--- src/rtl/program_sequencer_ctrl.sv ---
// Program sequencer: next-fetch address generation, PC register and RUN/HALT/STEP debug FSM.
// Optional 4-entry jump-history ring buffer compiled in with `define PS_HISTORY_EN.
module program_sequencer_ctrl (
    input  logic       clk,
    input  logic       reset,
    input  logic       jmp,
    input  logic       jmp_nz,
    input  logic [3:0] jmp_addr,
    input  logic       dont_jmp,
    input  logic       halt_req,
    input  logic       run_req,
    input  logic       step_req,
    input  logic [1:0] hist_sel,
    output logic [7:0] pm_addr,
    output logic [7:0] pc,
    output logic       exec_en,
    output logic       step_ack,
    output logic [1:0] seq_state,
    output logic [7:0] from_PS,
    output logic [7:0] hist_data,
    output logic [2:0] hist_count
);

    typedef enum logic [1:0] {
        ST_RUN  = 2'b00,
        ST_HALT = 2'b01,
        ST_STEP = 2'b10,
        ST_BAD  = 2'b11
    } seq_state_t;

    seq_state_t state;
    seq_state_t state_nxt;
    logic       jump_taken;

    // Both jump sources share the same target, so jmp priority needs no extra muxing.
    assign jump_taken = jmp | (jmp_nz & ~dont_jmp);

    always_ff @(posedge clk or posedge reset) begin
        if (reset) begin
            state <= ST_RUN;
            pc    <= 8'hFF;
        end else begin
            state <= state_nxt;
            pc    <= pm_addr;
        end
    end

    always_comb begin
        state_nxt = state;
        exec_en   = 1'b0;
        step_ack  = 1'b0;
        pm_addr   = pc;
        case (state)
            ST_RUN: begin
                exec_en = 1'b1;
                if (halt_req) state_nxt = ST_HALT;
            end
            ST_HALT: begin
                if (run_req)       state_nxt = ST_RUN;
                else if (step_req) state_nxt = ST_STEP;
            end
            ST_STEP: begin
                exec_en   = 1'b1;
                step_ack  = 1'b1;
                state_nxt = ST_HALT;
            end
            default: state_nxt = ST_HALT;
        endcase
        if (exec_en) pm_addr = jump_taken ? {jmp_addr, 4'h0} : pc + 8'd1;
        // Reset must win combinationally so the first fetch after release is address 0.
        if (reset) pm_addr = '0;
    end

    assign seq_state = state;
    assign from_PS   = pc;

`ifdef PS_HISTORY_EN
    logic [7:0] hist_mem [4];
    logic [1:0] wr_ptr;
    logic [2:0] count;
    logic [1:0] rd_idx;

    always_ff @(posedge clk or posedge reset) begin
        if (reset) begin
            for (int unsigned i = 0; i < 4; i++) hist_mem[i] <= '0;
            wr_ptr <= '0;
            count  <= '0;
        end else if (exec_en && jump_taken) begin
            hist_mem[wr_ptr] <= pc;
            wr_ptr           <= wr_ptr + 2'd1;
            if (count != 3'd4) count <= count + 3'd1;
        end
    end

    // wr_ptr points at the next free slot; index 0 reads the most recent entry.
    assign rd_idx     = wr_ptr - 2'd1 - hist_sel;
    assign hist_data  = ({1'b0, hist_sel} < count) ? hist_mem[rd_idx] : '0;
    assign hist_count = count;
`else
    logic unused_hist_sel;
    assign unused_hist_sel = ^hist_sel;
    assign hist_data       = '0;
    assign hist_count      = '0;
`endif

endmodule

--- config.mk ---
export PLATFORM = sky130hd
export DESIGN_NAME = program_sequencer_ctrl
export DESIGN_NICKNAME = d
export VERILOG_FILES = /design/src/rtl/program_sequencer_ctrl.sv
export SDC_FILE = /design/constraint.sdc
export NUM_CORES = 1
export LEC_CHECK = 0
export CORE_MARGIN = 5
export CORE_UTILIZATION = 36
export CTS_CLUSTER_SIZE = 28
export DETAILED_ROUTE_END_ITERATION = 10
export PLACE_DENSITY = 0.84
export SYNTH_ARGS = -nofsm -noshare
export SYNTH_HDL_FRONTEND = slang
export SYNTH_SLANG_ARGS = --single-unit
--- constraint.sdc ---
create_clock -name clk -period 3.7 [get_ports clk]
set_clock_uncertainty 0.05 [all_clocks]
set_input_delay 0.37 -clock clk [delete_from_list [all_inputs] [get_ports clk]]
set_output_delay 0.37 -clock clk [all_outputs]
set_load 0.02 [all_outputs]
==> impl_results.md <==
* Final worst path period share at 0.814
* IO Count at 53
* CTS sink cnt at 10
* Number of synthesized register bits at 10
* H-tree depth at 1
* Total CTS buffers at 3
* Largest area contributor in the synthesized netlist: dfstp_2
* Top-count cell post-synth: buf_4
* Sw Ratio at 0.368
* CTS Root Cell: clkbuf_4
* Synth cell count leaders: 19 x buf_4, 8 x dfstp_2, 6 x nand3_1
* Cell area after placement at 1030 um2
* Clock latency on the worst-skew pair at 0.27 ns
* Ys flop type: dfstp_2
* YS warnings at 0
* Die ar. at 3030 um2
* Pwr per Cell Area at 337 nW/um2
* Final setup fails at 0
* Crit path DAT at 2.59 ns
* Initial antenna violation count at 0
* EDFF count, synth at 0
* Residual DRC at 0
* Antenna Nets Post-Route at 0
* CTS tree: done
* Area grow syn2layout at 45.1%
* Clk pwr share at 0.233
* Via count at 704
* RePlAce Congestion at 0.748
* Final hold vios at 0
* Die width at 55.0 um
* Share of layout cells above drive strength 1 at 0.123
* Buffer depth of the longest clock path at 2
* Initial Util at 0.376
* DP HPWL at 1510 um
* Total power at 0.357 mW
* Worst-path cell chain: clkdlybuf4s50_1 > nor2b_4 > or2_1 > or4_1 > a31oi_1 > clkdlybuf4s50_1
* Ys async rst share at 1.00
* Min-Delay Endpoint: seq_state[1]$_DFFE_PP0P_
* P_int at 0.226 mW
* Final min period at 3.01 ns
* CTS Hold Buffers Added at 0
* Status: completed
* Vias/cell at 4.99
* Diode count at 0
* WL/cell at 13.6 um
* Combinational power share at 0.374
* Max frequency at 332 MHz
* RSZ-0062 raised after global routing: no
* Worst path slowest cell: clkdlybuf4s50_1
* Final hold slack at 0.445 ns
* Setup crit start kind: input pin
* Worst-margin pin slew at 0.503 ns
* Required time of the critical path at 3.28 ns
* First-pass GRT wire length at 3040 um
* VDD IR max at 169 uV
* Post-CTS setup buffers at 0
* GRT Total Usage at 0.139
* Chip height at 55.0 um
* Number of global-route vias before repair at 671
* Slew Limit Fails at 0
* Port Buf Inserts at 39
* Final WL at 1920 um
* Reg-to-Reg End: from_PS[4]$_DFF_PP1_
* Psw at 0.131 mW
* Mapped Cells at 84
* Hold depth at 1
* Hold WC Path Type: reg -> reg
* Max_slew headroom at 0.665
* Core Footprint at 1940 um2
* Reg power frac at 0.393
* Clock transition time at the flip-flop clock pins of the worst setup and hold paths at 0.07 ns
* First drt pass iteration count at 4
* Grt total ovfl at 0
* Mapped Area at 729 um2
* Fin util at 0.545
* Setup tns final at 0 ns
* Pin count of the biggest net entering global routing at 19
* NumNets Final at 130
* 1st-iter DRT viols at 6
* Core Rows at 16
* Max Cap Violations at 0
* Sequential area share after synthesis at 0.357
* Cell variety after synth at 30
* Area share of the largest cell type after synthesis at 0.288
* Mapped Avg Cell Area at 8.68 um2
* Internal reg-to-reg setup slack at 1.99 ns
* Most frequent CP cell: clkdlybuf4s50_1
* Post-route design area at 1060 um2
* CP max FO at 8
* CP peak stage delay at 0.65 ns
* Lkg Pwr at 0.393 nW
* RR Startpoint: from_PS[0]$_DFF_PP1_
* Critical path class: in -> out
* Top post-synthesis cells by area: dfstp_2 29%, buf_4 20%, dfrtp_1 6.9%
* CTS resizes at 0
* R2R depth at 5
* Critical Path End Type: output pin
* Worst hold start: seq_state[1]$_DFFE_PP0P_
sequential cells by signal (all words and copies together), names as in the netlist:
signal	cells
from_PS	8
seq_state	2
layer usage:
metal / global-route usage / routed length [um] / vias up
li1: - / - / 329
met1: 0.165 / 724 / 337
met2: 0.224 / 952 / 35
met3: 0.0456 / 215 / 3
met4: 0.0688 / 23 / 0
met5: 0 / 0 / -
power groups by stage:
stage	clock network [mW]	registers, mW	logic (mW)
global placement	0	0.141	0.132
CTS	0.0860	0.140	0.134
global route	0.0916	0.143	0.142
finish	0.0832	0.140	0.133
detailed placement	0	0.142	0.134
floorplan	0	0.143	0.0841
cell families after synthesis:
logic type      after synthesis  synth area share
other cells                   1           0.00514
flops                        10             0.357
buf+inv                      25             0.228
simple gates                 31             0.244
fa+ha+maj                     1            0.0171
compound gates               15             0.134
mux                           1            0.0154
worst max-delay path, delay by kind of cell:
family / cells / cell delay [ns]
buffers and inverters: 2 / 1.15
AO/OA/AOI/OAI: 1 / 0.23
AND/OR/NAND/NOR: 3 / 0.84
how the worst max path moves through the flow:
stage | from | to | slack [ns] | cells after the start
floorplan | from_PS[0]$_DFF_PP1_ | pm_addr[6] | 1.41 | 5
CTS | dont_jmp | pm_addr[7] | 0.69 | 6
global placement | dont_jmp | pm_addr[7] | 0.72 | 6
detailed placement | dont_jmp | pm_addr[7] | 0.68 | 6
finish | dont_jmp | pm_addr[7] | 0.69 | 6
global route | jmp_nz | pm_addr[7] | 0.62 | 6
metrics by stage:
step,instances,setup WS [ns]
6_report,141,0.689
3_5_place_dp,137,0.680
5_1_grt,141,0.616
3_3_place_gp,137,0.722
2_1_floorplan,94,1.41
4_1_cts,141,0.691
area by class of cell:
cell class,count,area [um2]
Fill cell,184,883
Timing Repair Buffer,39,390
Multi-Input combinational cell,59,340
Sequential cell,10,260
Tap cell,27,33.8
Clock buffer,4,26.3
Inverter,2,7.51
layout by cell type, fill, tap and decap left out, drive strengths merged, types with 2 or more instances in the layout:
| cell | n |
|---|---|
| a21oi | 5 |
| a31oi | 4 |
| and2 | 2 |
| and3 | 2 |
| clkbuf | 4 |
| clkdlybuf4s50 | 39 |
| conb | 11 |
| dfrtp | 2 |
| dfstp | 8 |
| nand2 | 4 |
| nand3 | 6 |
| nor2 | 5 |
| nor2b | 2 |
| nor3 | 2 |
| nor4 | 2 |
| nor4b | 2 |
| o31ai | 2 |
| or4 | 2 |
Power figures use the tool's default switching activity.
